## src/rtl/muldiv_ctrl.sv

```systemverilog
// Sequencer between the CPU control unit and the iterative multiplier/divider.
// Holds a unit's run enable for a fixed cycle count, then commits its result to HI/LO.
module muldiv_ctrl #(
   parameter int MULT_CYCLES = 33,
   parameter int DIV_CYCLES  = 33
) (
   input  logic        clk,
   input  logic        reset,
   input  logic        start,
   input  logic        op,
   input  logic [31:0] rs_data,
   input  logic [31:0] rt_data,
   input  logic        hi_we,
   input  logic        lo_we,
   input  logic [31:0] wdata,
   input  logic [31:0] mult_hi,
   input  logic [31:0] mult_lo,
   input  logic [31:0] div_q,
   input  logic [31:0] div_r,
   output logic        mult_ctrl,
   output logic        div_ctrl,
   output logic [31:0] op_a,
   output logic [31:0] op_b,
   output logic [31:0] hi,
   output logic [31:0] lo,
   output logic        busy,
   output logic        done,
   output logic        div_zero
);

   typedef enum logic [1:0] {IDLE, MULT_RUN, DIV_RUN, WRITE} state_t;

   localparam logic [5:0] MULT_LAST = 6'(MULT_CYCLES - 1);
   localparam logic [5:0] DIV_LAST  = 6'(DIV_CYCLES - 1);

   state_t     state;
   logic [5:0] cnt;
   logic       is_div;

   always_ff @(posedge clk) begin
      if (!reset) begin
         state     <= IDLE;
         cnt       <= '0;
         is_div    <= 1'b0;
         mult_ctrl <= 1'b0;
         div_ctrl  <= 1'b0;
         op_a      <= '0;
         op_b      <= '0;
         hi        <= '0;
         lo        <= '0;
         busy      <= 1'b0;
         done      <= 1'b0;
         div_zero  <= 1'b0;
      end else begin
         done <= 1'b0;
         case (state)
            IDLE: begin
               // Moves land first; a start in the same cycle later overwrites them in WRITE.
               if (hi_we) hi <= wdata;
               if (lo_we) lo <= wdata;
               if (start) begin
                  op_a     <= rs_data;
                  op_b     <= rt_data;
                  cnt      <= '0;
                  is_div   <= op;
                  div_zero <= 1'b0;
                  if (!op) begin
                     state     <= MULT_RUN;
                     mult_ctrl <= 1'b1;
                     busy      <= 1'b1;
                  end else if (rt_data != '0) begin
                     state    <= DIV_RUN;
                     div_ctrl <= 1'b1;
                     busy     <= 1'b1;
                  end else begin
                     // Divide by zero never runs the unit; flag it and finish immediately.
                     div_zero <= 1'b1;
                     done     <= 1'b1;
                  end
               end
            end
            MULT_RUN: begin
               if (cnt == MULT_LAST) begin
                  mult_ctrl <= 1'b0;
                  state     <= WRITE;
               end else begin
                  cnt <= cnt + 6'd1;
               end
            end
            DIV_RUN: begin
               if (cnt == DIV_LAST) begin
                  div_ctrl <= 1'b0;
                  state    <= WRITE;
               end else begin
                  cnt <= cnt + 6'd1;
               end
            end
            WRITE: begin
               if (is_div) begin
                  hi <= div_r;
                  lo <= div_q;
               end else begin
                  hi <= mult_hi;
                  lo <= mult_lo;
               end
               done  <= 1'b1;
               busy  <= 1'b0;
               state <= IDLE;
            end
            default: state <= IDLE;
         endcase
      end
   end

endmodule

```

## config.mk

```make
export PLATFORM = sky130hd
export DESIGN_NAME = muldiv_ctrl
export DESIGN_NICKNAME = d
export VERILOG_FILES = /design/src/rtl/muldiv_ctrl.sv
export SDC_FILE = /design/constraint.sdc
export NUM_CORES = 1
export LEC_CHECK = 0
export ABC_CLOCK_PERIOD_IN_PS = 2500
export CAP_MARGIN = 10
export CORE_AREA = 2 2 143 145
export CTS_BUF_LIST = sky130_fd_sc_hd__clkbuf_4
export CTS_CLUSTER_SIZE = 25
export DETAILED_ROUTE_END_ITERATION = 10
export DIE_AREA = 0 0 145 147
export DONT_BUFFER_PORTS = 1
export GPL_TIMING_DRIVEN = 0
export HOLD_SLACK_MARGIN = 0.15
export SYNTH_ARGS = -nofsm -noshare
export SYNTH_HDL_FRONTEND = slang
export SYNTH_SLANG_ARGS = --single-unit
```

## constraint.sdc

```tcl
create_clock -name clk -period 2.5 [get_ports clk]
set_clock_uncertainty 0.05 [all_clocks]
set_input_delay 0.75 -clock clk [delete_from_list [all_inputs] [get_ports clk]]
set_output_delay 0.75 -clock clk [all_outputs]
set_load 0.1 [all_outputs]
```

==> flow_summary.toml <==
[outcome]
status = "complete, no violations"

[logic_synthesis]
synth_edf_count = 0
synthFlopType = "dfxtp_1"
async_flop_share_pct = 0
yosysTopAreaCell = "dfxtp_1"
synthCells = 777
yosys_register_bits = 142
ys_seq_area_share_pct = 44.3
syn-num-nets = 1013
netlist_area_um2 = 6420
synth_area_leaders = "dfxtp_1 (44%), nand2_1 (12%), a21oi_1 (11%), mux2i_1 (10%), a211o_1 (8.7%)"
avgSynthCellArea_um2 = 8.27
yosys_warnings = 0
yosysUniqueCellTypes = 45
yosysTopAreaCellShare_pct = 44.3

[sta]
final.min_clock_period_ps = 2390
fin_crit_sh_pct = 95.4
grt_setup_unrepaired = "yes"
final-hold-violation-count = 0
fmax_mhz = 419
drv_slew = 0
finalSetupViolCount = 0
whs_ps = 276
slew_headroom_pct = 29.4
tns_ps = 0
tightest_slew_ps = 1060

[clock_network]
cts_max_path_buffers = 2
clk_pin_slew_worst_paths_ps = 140
cts-root-buf = "clkbuf_4"
post_cts_buffers = 0
cts_inserted_buffers = 17
hold_buffers = 0
cts.htree.levels = 4
cts_tree = "built"
insertion_delay_ps = 530
clock-sinks = 142

[global_routing]
grt_pass1_vias = 5773
gr-total-overflow = 0
antenna_found_initial = 4
grt_pass1_wl_um = 34600
grtUsageTotal_pct = 21.2
grt_max_degree = 17

[worst_setup_path]
crit_start = "busy"
r2r-start = "state[0]"
rrSetupSlack_ps = 130
regToRegEndpoint = "hi[14]"
cp.required_ps = 1700
crit_arrival_ps = 1590
cp_max_fo = 3
crit_type = "reg2out"
start_kind = "flop"
worst-r2r-cell-count = 7
end_kind = "primary output"

[min_path]
hp-class = "in2reg"
holdPathStages = 2
holdPathEnd = "op_b[6]"
min_from = "rt_data[6]"

[floorplanning]
io_pins = 363
core_area_um2 = 19800
fp-row-count = 52
dieArea_um2 = 21300
die_w_um = 145
start_util_pct = 32.4
die_h_um = 147

[placed_design]
place_congestion = 0.840
place_area_um2 = 6760
dp.final_hpwl_um = 17900
port-buffer-count = 0

[routing]
vias_per_cell = 5.26
drc = 0
drt-pass1-iter-count = 5
routed_wl_um = 23000
wl_per_cell_um = 21.3
ant_nets = 0
drt_iter0_markers = 358
vias = 5691

[final_layout]
fin_util_pct = 35.7
final_layout_size_suffix_gt1_share_pct = 7.92
final_area_um2 = 7090
syn_to_final_growth_pct = 10.4
layout.nets = 1032

[power_and_ir_drop]
leakage_nw = 2.52
power.density_nw_per_um2 = 1460
max-vdd-ir-drop_mv = 0.601

[run]
cap_violations = 0
[final cells by class]
cell class / count / area, um^2
Tap cell: 270 / 338
Fill cell: 2109 / 12800
Antenna cell: 3 / 7.51
Multi-Input combinational cell: 568 / 3280
Clock buffer: 18 / 135
Inverter: 7 / 26.3
Sequential cell: 142 / 2850
Buffer: 60 / 275
Clock inverter: 13 / 188
[sequential cells by signal (all words and copies together) (netlist names)]
register / cells
mult_ctrl: 1
div_ctrl: 1
is_div: 1
busy: 1
hi: 32
lo: 32
cnt: 6
state: 2
op_a: 32
op_b: 32
div_zero: 1
done: 1
[how the worst max path moves through the flow]
stage          slack, ps  endpoint  depth (start not counted)
6_report             110      busy                          0
5_1_grt              -60    lo[29]                          8
4_1_cts               20    hi[30]                          0
3_5_place_dp          60  state[0]                          4
3_3_place_gp          40  state[0]                          4
2_1_floorplan        570  state[0]                          4
[logic make-up after synthesis]
family                   synth area share [%]
adder cells (fa/ha/maj)                  1.17
buffers and inverters                    4.69
XOR/XNOR                                0.273
AO/OA/AOI/OAI                            21.7
multiplexers                             10.5
flip-flops                               44.3
AND/OR/NAND/NOR                          17.4
[synth_stat cells, types with 2 or more instances]
cell      instances
o21a_1            2
a21oi_1         135
a21oi_2           2
nand2_1         201
nor2_1           40
clkbuf_1         34
a31oi_1           2
buf_2            13
ha_1              6
dfxtp_1         142
inv_1             6
nor3_1            3
a211o_1          64
buf_4             9
nand4_1           3
mux2i_1          66
o21ai_0           4
nor2b_1           4
buf_1             4
nor4_1           10
nand3_1           3
[per-layer routing]
metal  up-vias  global-route usage, %  routed length [um]  part of all wire [%]
met4         2                   7.13                 350                   1.5
met5         -                      0                  13                 0.056
met3        25                   9.44                2510                    11
met2       305                   37.0               11400                    50
li1       2737                      -                   -                     -
met1      2622                   22.9                8760                    38
[metrics by stage]
stage / cells / power [mW] / setup WS (ps)
final: 1081 / 10.3 / 114
after floorplan: 777 / 7.86 / 572
after CTS: 1078 / 10.4 / 24.4
after global placement: 1047 / 8.69 / 40.2
after detailed placement: 1047 / 8.71 / 58.3
after global routing: 1081 / 10.9 / -63.1
[power by group]
part	switching, mW	internal (mW)
logic	1.73	0.949
clock network	0.904	0.807
registers	3.26	2.69
[placed cells by master, fill, tap and decap left out, drive strengths merged, types with 4 or more instances in the layout]
cell type / netlist / layout
nor2: 40 / 40
dfxtp: 142 / 142
nor2b: 4 / 4
a211o: 64 / 64
o21ai: 4 / 4
mux2i: 66 / 66
inv: 7 / 10
ha: 6 / 6
nor4: 11 / 11
a21oi: 137 / 137
clkbuf: 34 / 51
buf: 26 / 27
nand2: 201 / 201
bufinv: 0 / 4
[repair_timing]
item | 4_1_cts | 5_1_grt
gates resized for setup | 0 | 3
endpoints found under the hold margin | 0 | 0
endpoints found under the setup margin | 0 | 31
Power figures use the tool's default switching activity.
